File: src/rtl/reg_ctx_engine_pkg.sv
// Shared types and constants for the LC-3 register-file context save/restore engine.
package lc3_ctx_pkg;

    localparam int   NUM_REGS   = 8;
    localparam logic OP_SAVE    = 1'b0;
    localparam logic OP_RESTORE = 1'b1;

    typedef enum logic [2:0] {
        IDLE,
        ACQ,
        RD,
        MEM,
        WR,
        DONE
    } ctx_state_t;

endpackage

File: src/rtl/reg_ctx_engine_if.sv
// Control, register-file and memory signals of the context engine, with engine (master) and environment (slave) views.
interface reg_ctx_engine_if #(
    parameter int NUM_REGS = 8,
    parameter int DW       = 16
);
    import lc3_ctx_pkg::*;

    localparam int IW = $clog2(NUM_REGS);

    logic                Start;
    logic                Op;
    logic [NUM_REGS-1:0] Mask;
    logic [DW-1:0]       Base;
    logic                Busy;
    logic                Done;
    ctx_state_t          dbg_state;

    // Rf_Req is held from acquisition through the last access; the arbiter keeps Rf_Gnt
    // high while Rf_Req is high. A memory transfer completes in a cycle with Mem_Req && Mem_Ack.
    logic                Rf_Req;
    logic                Rf_Gnt;
    logic [IW-1:0]       Rf_Sel;
    logic [DW-1:0]       Rf_Rdata;
    logic                Rf_Ld;
    logic [IW-1:0]       Rf_Dr;
    logic [DW-1:0]       Rf_Wdata;

    logic                Mem_Req;
    logic                Mem_We;
    logic [DW-1:0]       Mem_Addr;
    logic [DW-1:0]       Mem_Wdata;
    logic [DW-1:0]       Mem_Rdata;
    logic                Mem_Ack;

    modport master (
        input  Start, Op, Mask, Base, Rf_Gnt, Rf_Rdata, Mem_Rdata, Mem_Ack,
        output Busy, Done, dbg_state, Rf_Req, Rf_Sel, Rf_Ld, Rf_Dr, Rf_Wdata,
               Mem_Req, Mem_We, Mem_Addr, Mem_Wdata
    );

    modport slave (
        output Start, Op, Mask, Base, Rf_Gnt, Rf_Rdata, Mem_Rdata, Mem_Ack,
        input  Busy, Done, dbg_state, Rf_Req, Rf_Sel, Rf_Ld, Rf_Dr, Rf_Wdata,
               Mem_Req, Mem_We, Mem_Addr, Mem_Wdata
    );

endinterface

File: src/rtl/reg_ctx_engine_next_idx.sv
// Priority finder: lowest set mask bit, either from bit 0 (incl_i) or strictly above cur_i.
module ctx_next_idx #(
    parameter int NUM_REGS = 8,
    parameter int IW       = $clog2(NUM_REGS)
) (
    input  logic [NUM_REGS-1:0] mask_i,
    input  logic [IW-1:0]       cur_i,
    input  logic                incl_i,
    output logic [IW-1:0]       idx_o,
    output logic                found_o
);
    import lc3_ctx_pkg::*;

    // Scan downward so the lowest qualifying bit is the last one written.
    always_comb begin
        idx_o   = '0;
        found_o = 1'b0;
        for (int i = NUM_REGS - 1; i >= 0; i--) begin
            if (mask_i[i] && (incl_i || (i > int'(cur_i)))) begin
                idx_o   = IW'(i);
                found_o = 1'b1;
            end
        end
    end

endmodule

File: src/rtl/reg_ctx_engine.sv
// Context save/restore sequencer: walks masked registers between the register file and memory.
module reg_ctx_engine #(
    parameter int NUM_REGS = 8,
    parameter int DW       = 16
) (
    input  logic              Clk,
    input  logic              Reset,
    reg_ctx_engine_if.master  bus
);
    import lc3_ctx_pkg::*;

    localparam int IW = $clog2(NUM_REGS);

    ctx_state_t          state_q, state_d;
    logic                op_q, op_d;
    logic [NUM_REGS-1:0] mask_q, mask_d;
    logic [DW-1:0]       base_q, base_d;
    logic [DW-1:0]       hold_q, hold_d;
    logic [IW-1:0]       idx_q, idx_d;

    logic [NUM_REGS-1:0] srch_mask;
    logic                srch_incl;
    logic [IW-1:0]       nxt_idx;
    logic                nxt_found;
    ctx_state_t          adv_state;
    logic [IW-1:0]       adv_idx;
    logic [DW-1:0]       mem_addr;

    // In IDLE the finder sees the incoming mask to pick the first register; afterwards it advances.
    assign srch_incl = (state_q == IDLE);
    assign srch_mask = srch_incl ? bus.Mask : mask_q;

    ctx_next_idx #(.NUM_REGS(NUM_REGS), .IW(IW)) u_next_idx (
        .mask_i  (srch_mask),
        .cur_i   (idx_q),
        .incl_i  (srch_incl),
        .idx_o   (nxt_idx),
        .found_o (nxt_found)
    );

    assign adv_state = !nxt_found ? DONE : ((op_q == OP_SAVE) ? RD : MEM);
    assign adv_idx   = nxt_found ? nxt_idx : idx_q;
    assign mem_addr  = base_q + {{(DW-IW){1'b0}}, idx_q};

    always_comb begin
        state_d       = state_q;
        op_d          = op_q;
        mask_d        = mask_q;
        base_d        = base_q;
        hold_d        = hold_q;
        idx_d         = idx_q;
        bus.Busy      = (state_q != IDLE);
        bus.Done      = 1'b0;
        bus.dbg_state = state_q;
        bus.Rf_Req    = 1'b0;
        bus.Rf_Sel    = '0;
        bus.Rf_Ld     = 1'b0;
        bus.Rf_Dr     = '0;
        bus.Rf_Wdata  = '0;
        bus.Mem_Req   = 1'b0;
        bus.Mem_We    = 1'b0;
        bus.Mem_Addr  = '0;
        bus.Mem_Wdata = '0;

        case (state_q)
            IDLE: begin
                if (bus.Start) begin
                    op_d    = bus.Op;
                    mask_d  = bus.Mask;
                    base_d  = bus.Base;
                    idx_d   = nxt_idx;
                    state_d = nxt_found ? ACQ : DONE;
                end
            end
            ACQ: begin
                bus.Rf_Req = 1'b1;
                if (bus.Rf_Gnt) state_d = (op_q == OP_SAVE) ? RD : MEM;
            end
            RD: begin
                bus.Rf_Req = 1'b1;
                bus.Rf_Sel = idx_q;
                hold_d     = bus.Rf_Rdata;
                state_d    = MEM;
            end
            MEM: begin
                // Address, direction and data come from registers, so they hold steady across waits.
                bus.Rf_Req    = 1'b1;
                bus.Mem_Req   = 1'b1;
                bus.Mem_We    = (op_q == OP_SAVE);
                bus.Mem_Addr  = mem_addr;
                bus.Mem_Wdata = hold_q;
                if (bus.Mem_Ack) begin
                    if (op_q == OP_SAVE) begin
                        state_d = adv_state;
                        idx_d   = adv_idx;
                    end else begin
                        hold_d  = bus.Mem_Rdata;
                        state_d = WR;
                    end
                end
            end
            WR: begin
                bus.Rf_Req   = 1'b1;
                bus.Rf_Ld    = 1'b1;
                bus.Rf_Dr    = idx_q;
                bus.Rf_Wdata = hold_q;
                state_d      = adv_state;
                idx_d        = adv_idx;
            end
            DONE: begin
                bus.Done = 1'b1;
                state_d  = IDLE;
            end
            default: state_d = IDLE;
        endcase
    end

    always_ff @(posedge Clk or negedge Reset) begin
        if (!Reset) begin
            state_q <= IDLE;
            op_q    <= 1'b0;
            mask_q  <= '0;
            base_q  <= '0;
            hold_q  <= '0;
            idx_q   <= '0;
        end else begin
            state_q <= state_d;
            op_q    <= op_d;
            mask_q  <= mask_d;
            base_q  <= base_d;
            hold_q  <= hold_d;
            idx_q   <= idx_d;
        end
    end

endmodule
File: src/flat_wrapper.sv
// flat-port wrapper written by rule: the top's interface ports become plain ports
module reg_ctx_engine_flat import lc3_ctx_pkg::*;
#(
    parameter int NUM_REGS = 8,
    parameter int DW       = 16
)
  (Clk, Reset, bus_Start, bus_Op, bus_Mask, bus_Base, bus_Rf_Gnt, bus_Rf_Rdata, bus_Mem_Rdata, bus_Mem_Ack, bus_Busy, bus_Done, bus_dbg_state, bus_Rf_Req, bus_Rf_Sel, bus_Rf_Ld, bus_Rf_Dr, bus_Rf_Wdata, bus_Mem_Req, bus_Mem_We, bus_Mem_Addr, bus_Mem_Wdata);
  reg_ctx_engine_if #(.NUM_REGS(NUM_REGS), .DW(DW)) bus_i ();
  input  logic Clk;
  input  logic Reset;
  input wire logic [$bits(bus_i.Start)-1:0] bus_Start;
  input wire logic [$bits(bus_i.Op)-1:0] bus_Op;
  input wire logic [$bits(bus_i.Mask)-1:0] bus_Mask;
  input wire logic [$bits(bus_i.Base)-1:0] bus_Base;
  input wire logic [$bits(bus_i.Rf_Gnt)-1:0] bus_Rf_Gnt;
  input wire logic [$bits(bus_i.Rf_Rdata)-1:0] bus_Rf_Rdata;
  input wire logic [$bits(bus_i.Mem_Rdata)-1:0] bus_Mem_Rdata;
  input wire logic [$bits(bus_i.Mem_Ack)-1:0] bus_Mem_Ack;
  output wire logic [$bits(bus_i.Busy)-1:0] bus_Busy;
  output wire logic [$bits(bus_i.Done)-1:0] bus_Done;
  output wire logic [$bits(bus_i.dbg_state)-1:0] bus_dbg_state;
  output wire logic [$bits(bus_i.Rf_Req)-1:0] bus_Rf_Req;
  output wire logic [$bits(bus_i.Rf_Sel)-1:0] bus_Rf_Sel;
  output wire logic [$bits(bus_i.Rf_Ld)-1:0] bus_Rf_Ld;
  output wire logic [$bits(bus_i.Rf_Dr)-1:0] bus_Rf_Dr;
  output wire logic [$bits(bus_i.Rf_Wdata)-1:0] bus_Rf_Wdata;
  output wire logic [$bits(bus_i.Mem_Req)-1:0] bus_Mem_Req;
  output wire logic [$bits(bus_i.Mem_We)-1:0] bus_Mem_We;
  output wire logic [$bits(bus_i.Mem_Addr)-1:0] bus_Mem_Addr;
  output wire logic [$bits(bus_i.Mem_Wdata)-1:0] bus_Mem_Wdata;
  assign bus_i.Start = bus_Start;
  assign bus_i.Op = bus_Op;
  assign bus_i.Mask = bus_Mask;
  assign bus_i.Base = bus_Base;
  assign bus_i.Rf_Gnt = bus_Rf_Gnt;
  assign bus_i.Rf_Rdata = bus_Rf_Rdata;
  assign bus_i.Mem_Rdata = bus_Mem_Rdata;
  assign bus_i.Mem_Ack = bus_Mem_Ack;
  assign bus_Busy = bus_i.Busy;
  assign bus_Done = bus_i.Done;
  assign bus_dbg_state = bus_i.dbg_state;
  assign bus_Rf_Req = bus_i.Rf_Req;
  assign bus_Rf_Sel = bus_i.Rf_Sel;
  assign bus_Rf_Ld = bus_i.Rf_Ld;
  assign bus_Rf_Dr = bus_i.Rf_Dr;
  assign bus_Rf_Wdata = bus_i.Rf_Wdata;
  assign bus_Mem_Req = bus_i.Mem_Req;
  assign bus_Mem_We = bus_i.Mem_We;
  assign bus_Mem_Addr = bus_i.Mem_Addr;
  assign bus_Mem_Wdata = bus_i.Mem_Wdata;
  reg_ctx_engine #(.NUM_REGS(NUM_REGS), .DW(DW)) u_core (.Clk(Clk), .Reset(Reset), .bus(bus_i));
endmodule
File: config.mk
export PLATFORM = sky130hd
export DESIGN_NAME = reg_ctx_engine_flat
export DESIGN_NICKNAME = d
export VERILOG_FILES = /design/src/rtl/reg_ctx_engine_pkg.sv /design/src/rtl/reg_ctx_engine_if.sv /design/src/rtl/reg_ctx_engine_next_idx.sv /design/src/rtl/reg_ctx_engine.sv /design/src/flat_wrapper.sv
export SDC_FILE = /design/constraint.sdc
export NUM_CORES = 1
export LEC_CHECK = 0
export BUFFER_PORTS_ARGS = -buffer_cell sky130_fd_sc_hd__buf_2
export CAP_MARGIN = 15
export CORE_MARGIN = 2
export CORE_UTILIZATION = 52
export DETAILED_ROUTE_END_ITERATION = 10
export PLACE_DENSITY_LB_ADDON = 0.3
export SLEW_MARGIN = 5
export SYNTH_ARGS = -nofsm -noshare
export SYNTH_HDL_FRONTEND = slang
export SYNTH_SLANG_ARGS = --single-unit
export TNS_END_PERCENT = 1
File: constraint.sdc
create_clock -name Clk -period 3.5 [get_ports Clk]
set_input_delay 0.175 -clock Clk [delete_from_list [all_inputs] [get_ports Clk]]
set_output_delay 0.175 -clock Clk [all_outputs]
set_load 0.02 [all_outputs]
==> flow_summary.yaml, run 1 <==
clocking:
  cts.sink_count: 46
  cts_buffer_depth: 2
  cts_buffers: 5
  cts_tree: "built"
  post_cts_resize_count: 0
  root_buffer: "clkbuf_8"
  postCtsSetupRepairBufs: 0
  clk_pin_slew_worst_paths_ns: 0.08
  clk_latency_ns: 0.30
  holdBufCountCts: 0
  htree_levels: 2
placed_design:
  dp_hpwl_mm: 5.54
  numPortBuffers: 124
  place_congestion: 0.836
yosys:
  postSynthCellCount: 321
  synth_area_sq_um: 3010
  synth.most_common_cell: "dfrtp_1"
  synth_top_family_by_area: "simple AND/OR/NAND/NOR gates"
  synth_compound_gate_area_share: 0.136
  synthesis.nets: 387
  ys_seq_elements: 46
  synth_flop_cell: "dfrtp_1"
  avgSynthCellArea_sq_um: 9.38
  synth-simple-area-share: 0.232
  synthXorXnorAreaFrac: 0.0349
  synth-edff-count: 0
  yosysUniqueCellTypes: 50
  ys_seq_area_frac: 0.382
  synth_top_cell_area_share: 0.382
  synthArstFlopShare: 1.00
  ys_top_cells_by_area: "dfrtp_1, mux2_2, mux2i_1"
  yosys.area.top_type: "dfrtp_1"
  synth_warnings: 0
  muxShareOfSynthArea: 0.153
  synth_fa_ha_area_frac: 0.0191
  synthTopCellsByCount: "dfrtp_1, nor2_1, nand2_1, o21ai_0, and3_1"
layout:
  areaGrowthSynthToFinish_pct: 24.7
  layout.nets: 502
  area.sequential_sq_um: 1150
  fillCellCount: 487
  multi_input_area_sq_um: 1730
  n_antenna_cell: 0
  layout-drive-gt1-share: 0.403
grt:
  grt_pass1_vias: 2726
  grt_pass1_wl_mm: 12.3
  grt-ovfl-total: 0
  grt_usage: 0.242
  grt_max_degree: 47
  antenna_found_initial: 0
sta:
  rsz0062_at_grt: "no"
  maxSlewHeadroom: 0.321
  fmax_mhz: 378
  slew_viol_final: 0
  finalCriticalPeriod_ns: 2.65
  fin_skew_ns: 0.00881
  worst_pin_slew_ns: 1.02
  setup_viol: 0
  setup-tns-final_ns: 0
  whs_ns: 0.0492
  finalHoldViolations: 0
  fin_crit_sh: 0.757
floorplan:
  rows: 27
  die_y_um: 80.1
  fp.coreArea_sq_um: 5540
  die-area_sq_um: 6420
  die_x_um: 80.1
  start_util: 0.544
  io_pins: 125
worst_hold_path:
  hold_path.class: "in2async"
setup_path:
  worstPathRequired_ns: 3.68
  cp_data_arrival_time_ns: 2.83
  endpoint_kind: "flop"
  setup.worst_path.class: "reg2reg"
  startpoint_type: "flop"
  cp_max_fo: 14
route:
  wl_per_cell_um: 14.8
  routed_wl_mm: 7.55
  drcViolationCount: 0
  ant_nets: 0
  first_pass_iters: 4
  via_per_inst: 5.50
  via_count: 2802
  drtIter0Drc: 128
status:
  status: "finished clean"
power_and_ir_drop:
  leakage_nw: 2.04
  irDropWorstVdd_mv: 0.462
  p_per_area_nw_per_um2: 956
run:
  cap_violations: 0
-- cells in the final DEF (no fill, tap or decap), drive strengths merged, types with 2 or more instances in the layout --
master and count:
a21o 4, a21oi 9, a221oi 2, a32oi 2
and2 23, and3 29, buf 128, clkbuf 5
clkinv 2, dfrtp 46, ha 3, inv 6
mux2 25, mux2i 18, nand2 27, nand3 4
nand4 5, nor2 30, nor2b 2, nor3 5
o21ai 27, o22ai 3, or3 3, xnor2 4
xor2 8
-- critical path, stage by stage (launching register included) --
cell and delay, ns:
dfrtp_1 0.53, nor3_4 0.51, inv_1 0.33, nor3_1 0.32, o22ai_2 0.17, o31ai_4 0.30
mux2_2 0.38
-- path summary, 6_finish.rpt --
| path | cells after the start | startpoint | slack [ns] | endpoint |
|---|---|---|---|---|
| max | 6 | u_core.bus.dbg_state[0] | 0.85 | u_core.idx_q[1] |
| min | 1 | Reset | 0.05 | u_core.base_q[12] |
| max reg2reg | 6 | u_core.bus.dbg_state[0] | 0.85 | u_core.idx_q[1] |
| min reg2reg | 2 | u_core.hold_q[12] | 0.50 | u_core.hold_q[12] |
| max in group asynchronous | 1 | Reset | 2.82 | u_core.bus.dbg_state[1] |
| min in group Clk | 2 | bus_Base[0] | 0.11 | u_core.base_q[0] |
-- power by group --
group / total [mW] / switching, mW / internal (mW)
sequential: 1.11 / 0.305 / 0.807
combinational: 2.09 / 1.21 / 0.877
clock: 0.388 / 0.177 / 0.210
-- state kept, by name, summed over array words and instances, names as in the netlist --
register	cells
u_core.base_q	16
u_core.hold_q	16
u_core.mask_q	7
u_core.bus.dbg_state	3
u_core.idx_q	3
u_core.op_q	1
-- per-layer routing --
layer,global-route usage,vias to the layer above,part of all wire
li1,-,1359,-
met1,0.294,1323,0.42
met2,0.435,106,0.51
met3,0.0348,14,0.051
met4,0.0864,0,0.018
met5,0,-,0
-- area by class of cell --
cell class | instances | area share
Multi-Input combinational cell | 249 | 0.461
Sequential cell | 46 | 0.306
Timing Repair Buffer | 128 | 0.173
Tap cell | 72 | 0.0240
Clock buffer | 5 | 0.0183
Clock inverter | 3 | 0.0107
Inverter | 6 | 0.00600
-- per-stage QoR --
stage          worst slack [ns]  total power, mW  cells  cell area [sq um]   util
2_1_floorplan              1.39             2.68    321               3010      -
4_1_cts                   0.842             3.60    509               3760  0.678
5_1_grt                   0.630             3.89    509               3760  0.678
6_report                  0.852             3.59    509               3760  0.678
3_5_place_dp              0.847             3.21    501               3650  0.658
3_3_place_gp              0.951             3.14    501               3650  0.658
-- cells by family after synthesis --
| family | count (synthesis) |
|---|---|
| AOI/OAI and AO/OA | 58 |
| DFF | 46 |
| and+or+nand+nor | 132 |
| xor gates and xnor gates | 12 |
| buffers and inverters | 26 |
| muxes | 43 |
| adders and majority gates | 4 |
Note: power is estimated with default switching activity, not from simulation.
==> run 2, diff against run 1 <==
--- a/config.mk
+++ b/config.mk
@@ -5,10 +5,11 @@
 export SDC_FILE = /design/constraint.sdc
 export NUM_CORES = 1
 export LEC_CHECK = 0
+export ABC_AREA = 1
 export BUFFER_PORTS_ARGS = -buffer_cell sky130_fd_sc_hd__buf_2
 export CAP_MARGIN = 15
 export CORE_MARGIN = 2
-export CORE_UTILIZATION = 52
+export CORE_UTILIZATION = 48
 export DETAILED_ROUTE_END_ITERATION = 10
 export PLACE_DENSITY_LB_ADDON = 0.3
 export SLEW_MARGIN = 5
==> constraint.sdc (replaced) <==
create_clock -name Clk -period 2.5 [get_ports Clk]
set_input_delay 0.125 -clock Clk [delete_from_list [all_inputs] [get_ports Clk]]
set_output_delay 0.125 -clock Clk [all_outputs]
set_load 0.02 [all_outputs]
==> flow_summary.yaml, run 2 <==
grt:
  grt_usage: 0.230
  grt_pass1_wl_mm: 12.0
  grt_pass1_vias: 2726
  grt_max_degree: 47
  grt-ovfl-total: 0
  antenna_found_initial: 0
placed_design:
  place_area_sq_um: 3580
  place_congestion: 0.903
  dp_hpwl_mm: 5.66
  numPortBuffers: 124
layout:
  areaGrowthSynthToFinish_pct: 30.8
  layout_commonest_cell: "buf_2"
  mostFrequentLayoutCells: "buf_2, nand2_1, nor2_1"
  finish.utilization: 0.649
  layout-drive-gt1-share: 0.350
  n_antenna_cell: 0
  final_cell_area_sq_um: 3820
  layout.nets: 597
  largestRegisters: "u_core.base_q x16, u_core.hold_q x16, u_core.mask_q x7"
  fillCellCount: 516
yosys:
  yosysUniqueCellTypes: 36
  postSynthCellCount: 402
  ys_top_cells_by_area: "dfrtp_1, nand2_1, nor2_1"
  yosys.area.top_type: "dfrtp_1"
  synth_flop_cell: "dfrtp_1"
  synthTopCellsByCount: "nand2_1, nor2_1, dfrtp_1"
  synthesis.nets: 468
  avgSynthCellArea_sq_um: 7.26
  synth-edff-count: 0
  synth_top_cell_area_share: 0.394
  synth.most_common_cell: "nand2_1"
  synth_warnings: 0
  synthArstFlopShare: 1.00
  ys_seq_elements: 46
  synth_area_sq_um: 2920
  ys_seq_area_frac: 0.394
sta:
  maxSlewHeadroom: 0.527
  rsz0062_at_grt: "yes"
  setup-tns-final_ns: 0
  fin_crit_sh: 0.946
  fmax_mhz: 423
  finalCriticalPeriod_ns: 2.36
  whs_ns: 0.0492
  fin_skew_ns: 0.00899
  slew_viol_final: 0
  setup_viol: 0
  worst_pin_slew_ns: 0.708
  finalHoldViolations: 0
setup_path:
  startpoint_type: "flop"
  slowest_stage: "dfrtp_1"
  r2r_setup_slack_ns: 0.57
  cp.buffers_inverters: 2
  max_stage_delay_ns: 0.38
  worstPathRequired_ns: 2.38
  rr_worst_depth: 5
  cp_max_fo: 3
  r2r_end: "u_core.base_q[2]"
  setup.worst_path.class: "reg2out"
  endpoint_kind: "primary output"
  cpMostUsedCell: "nand2_2"
  cp_data_arrival_time_ns: 2.24
  cp_cell_sequence: "ha_2 -> fa_2 -> nand2_1 -> a21oi_2 -> nand2_2 -> nor2_2 -> nand2_2 -> nor2_4 -> inv_1 -> o21bai_1 -> and3_1 -> buf_2"
  crit_family: "simple AND/OR/NAND/NOR gates"
  r2r-start: "u_core.bus.dbg_state[1]"
power_and_ir_drop:
  irDropWorstVdd_mv: 0.787
  p_per_area_nw_per_um2: 1380
  leakage_nw: 2.19
route:
  routed_wl_mm: 7.77
  drtIter0Drc: 142
  via_per_inst: 5.01
  drcViolationCount: 0
  ant_nets: 0
  via_count: 3043
  first_pass_iters: 4
  wl_per_cell_um: 12.8
floorplan:
  die_y_um: 82
  die-area_sq_um: 6720
  rows: 28
  start_util: 0.496
  io_pins: 125
  fp.coreArea_sq_um: 5890
  die_x_um: 82
clocking:
  cts_tree: "built"
  htree_levels: 2
  cts_buffers: 5
  clk_pin_slew_worst_paths_ns: 0.09
  root_buffer: "clkbuf_8"
  cts_buffer_depth: 2
  cts.sink_count: 46
  clk_latency_ns: 0.30
worst_hold_path:
  hold_path.class: "in2reg"
  hold_start: "bus_Base[12]"
  hold_path_end: "u_core.base_q[12]"
  min_path_cells: 2
status:
  status: "finished clean"
run:
  cap_violations: 0
run 2: cell families (layout without fill, tap and decap cells):
family,count (synthesis),after routing,synth area share
flip-flops,46,46,0.394
adder cells (fa/ha/maj),4,4,0.0197
AO/OA/AOI/OAI,64,64,0.128
buffers and inverters,64,194,0.0947
AND/OR/NAND/NOR,210,210,0.310
XOR/XNOR,1,1,0.00300
multiplexers,13,13,0.0501
run 2: worst max path at each step:
stage | slack (ns) | cells after the start | endpoint | start
6_report | 0.14 | 12 | bus_Mem_Addr[12] | u_core.idx_q[0]
5_1_grt | -0.05 | 9 | bus_Mem_Addr[11] | u_core.idx_q[1]
4_1_cts | -0.02 | 9 | bus_Mem_Addr[13] | u_core.idx_q[1]
3_5_place_dp | 0.20 | 9 | bus_Mem_Addr[13] | u_core.idx_q[1]
3_3_place_gp | 0.37 | 9 | bus_Mem_Addr[13] | u_core.idx_q[1]
2_1_floorplan | 0.34 | 8 | bus_Mem_Addr[13] | u_core.idx_q[1]
run 2: final cells by class:
cell class | count | area, sq um | area share
Tap cell | 75 | 93.8 | 0.0246
Timing Repair Buffer | 138 | 748 | 0.196
Multi-Input combinational cell | 292 | 1530 | 0.402
Inverter | 48 | 180 | 0.0472
Clock buffer | 6 | 72.6 | 0.0190
Clock inverter | 2 | 37.5 | 0.00983
Sequential cell | 46 | 1150 | 0.302
run 2: report_power, final:
part           leakage (nW)  internal (mW)  switching, mW
sequential            0.526           1.13          0.298
combinational          1.61           1.18           2.09
clock                0.0514          0.299          0.259
run 2: timing repair:
item                                    4_1_cts  5_1_grt
endpoints found under the setup margin        4        8
endpoints found under the hold margin         0       22
pin swaps                                     1        3
hold buffers                                  0        1
gates resized for setup                       2       11
buffers inserted                              2        5
run 2: metal layers:
layer / global-route usage / vias up / wire length (um)
met2: 0.408 / 88 / 3900
li1: - / 1538 / -
met4: 0.0700 / 0 / 86
met3: 0.0374 / 8 / 387
met1: 0.285 / 1409 / 3400
met5: 0 / - / 0
run 2: worst reg2reg max path, cell delays in order (launching register included):
cell     delay [ns]
dfrtp_1        0.43
inv_2          0.20
nand2_4        0.16
inv_1          0.17
nand2_2        0.41
mux2_2         0.45
run 2: through the flow:
stage	cells	worst slack [ns]	total power, mW
after floorplan	402	0.336	3.80
after global placement	590	0.367	4.48
after detailed placement	590	0.201	4.57
after CTS	600	-0.0155	5.16
after global routing	607	-0.0470	5.77
final	607	0.136	5.26
==> run 3, diff against run 2 <==
--- a/config.mk
+++ b/config.mk
@@ -12,6 +12,7 @@
 export CORE_UTILIZATION = 48
 export DETAILED_ROUTE_END_ITERATION = 10
 export PLACE_DENSITY_LB_ADDON = 0.3
+export SETUP_SLACK_MARGIN = 0.4
 export SLEW_MARGIN = 5
 export SYNTH_ARGS = -nofsm -noshare
 export SYNTH_HDL_FRONTEND = slang
==> flow_summary.yaml, run 3 (same netlist as run 2, synthesis figures left out) <==
sta:
  finalCriticalPeriod_ns: 2.33
  fin_crit_sh: 0.931
  setup-tns-final_ns: 0
  fmax_mhz: 430
  finalHoldViolations: 0
  rsz0062_at_grt: "yes"
  setup_viol: 0
  slew_viol_final: 0
  maxSlewHeadroom: 0.546
  worst_pin_slew_ns: 0.679
  fin_skew_ns: 0.00799
status:
  status: "finished clean"
power_and_ir_drop:
  power_frac_comb: 0.631
  power.switching_mw: 2.69
  irDropWorstVdd_mv: 0.702
  pwr-share-seq: 0.264
  pwr-share-clk: 0.105
  netSwitchingFraction: 0.505
  leakage_nw: 2.20
  p_per_area_nw_per_um2: 1390
  p_int_mw: 2.63
setup_path:
  r2r_setup_slack_ns: 0.42
  cp.buffers_inverters: 2
  slowest_stage: "dfrtp_1"
  endpoint_kind: "primary output"
  crit_family: "simple AND/OR/NAND/NOR gates"
  setup.worst_path.class: "reg2out"
  max_stage_delay_ns: 0.37
  worstPathRequired_ns: 2.38
  cpMostUsedCell: "nand2_2"
  startpoint_type: "flop"
  cp_cell_sequence: "ha_2 -> fa_2 -> nand2_2 -> a21oi_2 -> nand2_2 -> nor2_4 -> nand2_2 -> nor2_4 -> inv_1 -> o21bai_1 -> and3_1 -> buf_6"
  cp_data_arrival_time_ns: 2.20
  cp_max_fo: 3
layout:
  finish.utilization: 0.652
  layout.nets: 598
  n_antenna_cell: 0
  layout-drive-gt1-share: 0.355
  largestRegisters: "u_core.base_q x16, u_core.hold_q x16, u_core.mask_q x7"
  mostFrequentLayoutCells: "buf_2, nand2_1, nor2_1"
  areaGrowthSynthToFinish_pct: 31.4
  layout.cells.non_filler: 608
  layout_commonest_cell: "buf_2"
route:
  wl_per_cell_um: 12.8
  via_per_inst: 5.12
  via_count: 3115
  first_pass_iters: 5
  drcViolationCount: 0
  ant_nets: 0
  routed_wl_mm: 7.81
  drtIter0Drc: 171
floorplan:
  die_y_um: 82
  die-area_sq_um: 6720
  die_x_um: 82
  rows: 28
  io_pins: 125
  start_util: 0.496
  fp.coreArea_sq_um: 5890
worst_hold_path:
  hold_path.class: "in2reg"
clocking:
  clk_pin_slew_worst_paths_ns: 0.09
  cts_tree: "built"
  cts_buffer_depth: 2
  root_buffer: "clkbuf_8"
  htree_levels: 2
  cts_buffers: 5
  clk_latency_ns: 0.30
  cts.sink_count: 46
placed_design:
  numPortBuffers: 124
  place_inst: 588
  dp_hpwl_mm: 5.65
  place_congestion: 0.936
grt:
  grt-ovfl-total: 0
  antenna_found_initial: 0
  grt_pass1_vias: 2862
  grt_pass1_wl_mm: 12.4
  grt_max_degree: 41
  grt_usage: 0.237
run:
  cap_violations: 0
[run 3: through the flow]
| step | setup WS (ns) | hold WS [ns] | total power, mW | area, sq um |
|---|---|---|---|---|
| 2_1_floorplan | 0.344 | -0.171 | 3.81 | 2930 |
| 5_1_grt | 0.0516 | 0.0424 | 5.80 | 3840 |
| 4_1_cts | 0.191 | 0.0418 | 5.27 | 3800 |
| 3_3_place_gp | 0.370 | 0.163 | 4.44 | 3570 |
| 3_5_place_dp | 0.274 | 0.169 | 4.52 | 3570 |
| 6_report | 0.173 | 0.0501 | 5.32 | 3840 |
[run 3: worst paths after layout]
path                                         startpoint                end  cells past startpoint
min in group asynchronous                         Reset   u_core.base_q[8]                      2
worst min-delay path                        bus_Base[8]   u_core.base_q[8]                      2
max in group asynchronous                         Reset    u_core.idx_q[1]                      3
worst max-delay path                    u_core.idx_q[0]   bus_Mem_Addr[12]                     12
worst min register to register         u_core.mask_q[3]   u_core.mask_q[3]                      2
worst max register to register  u_core.bus.dbg_state[2]  u_core.base_q[12]                      5
[run 3: power groups by stage]
| stage | logic [mW] | registers, mW | clock network, mW |
|---|---|---|---|
| finish | 3.36 | 1.41 | 0.556 |
| detailed placement | 3.10 | 1.43 | 0 |
| CTS | 3.31 | 1.39 | 0.571 |
| global placement | 3.04 | 1.41 | 0 |
| floorplan | 2.42 | 1.39 | 0 |
| global route | 3.75 | 1.45 | 0.603 |
[run 3: final cells by class]
cell class,count,area [sq um]
inverter,48,180
sequential,46,1150
clock buffer,6,72.6
tap,75,93.8
clock inverter,2,37.5
timing repair buffer,139,747
multi-input combinational,292,1550
fill,537,2050
[run 3: metal layers]
| layer | global-route usage | wire, um |
|---|---|---|
| met1 | 0.285 | 3330 |
| met5 | 0 | 0 |
| met2 | 0.409 | 3720 |
| met3 | 0.0560 | 628 |
| met4 | 0.0900 | 138 |
[run 3: timing repair]
action                                  4_1_cts  5_1_grt
endpoints found under the hold margin        26        0
hold buffers                                  1        0
endpoints found under the setup margin       14       61
resized for setup                            18        2
pin swaps                                     7        8
buffers inserted                              8        3
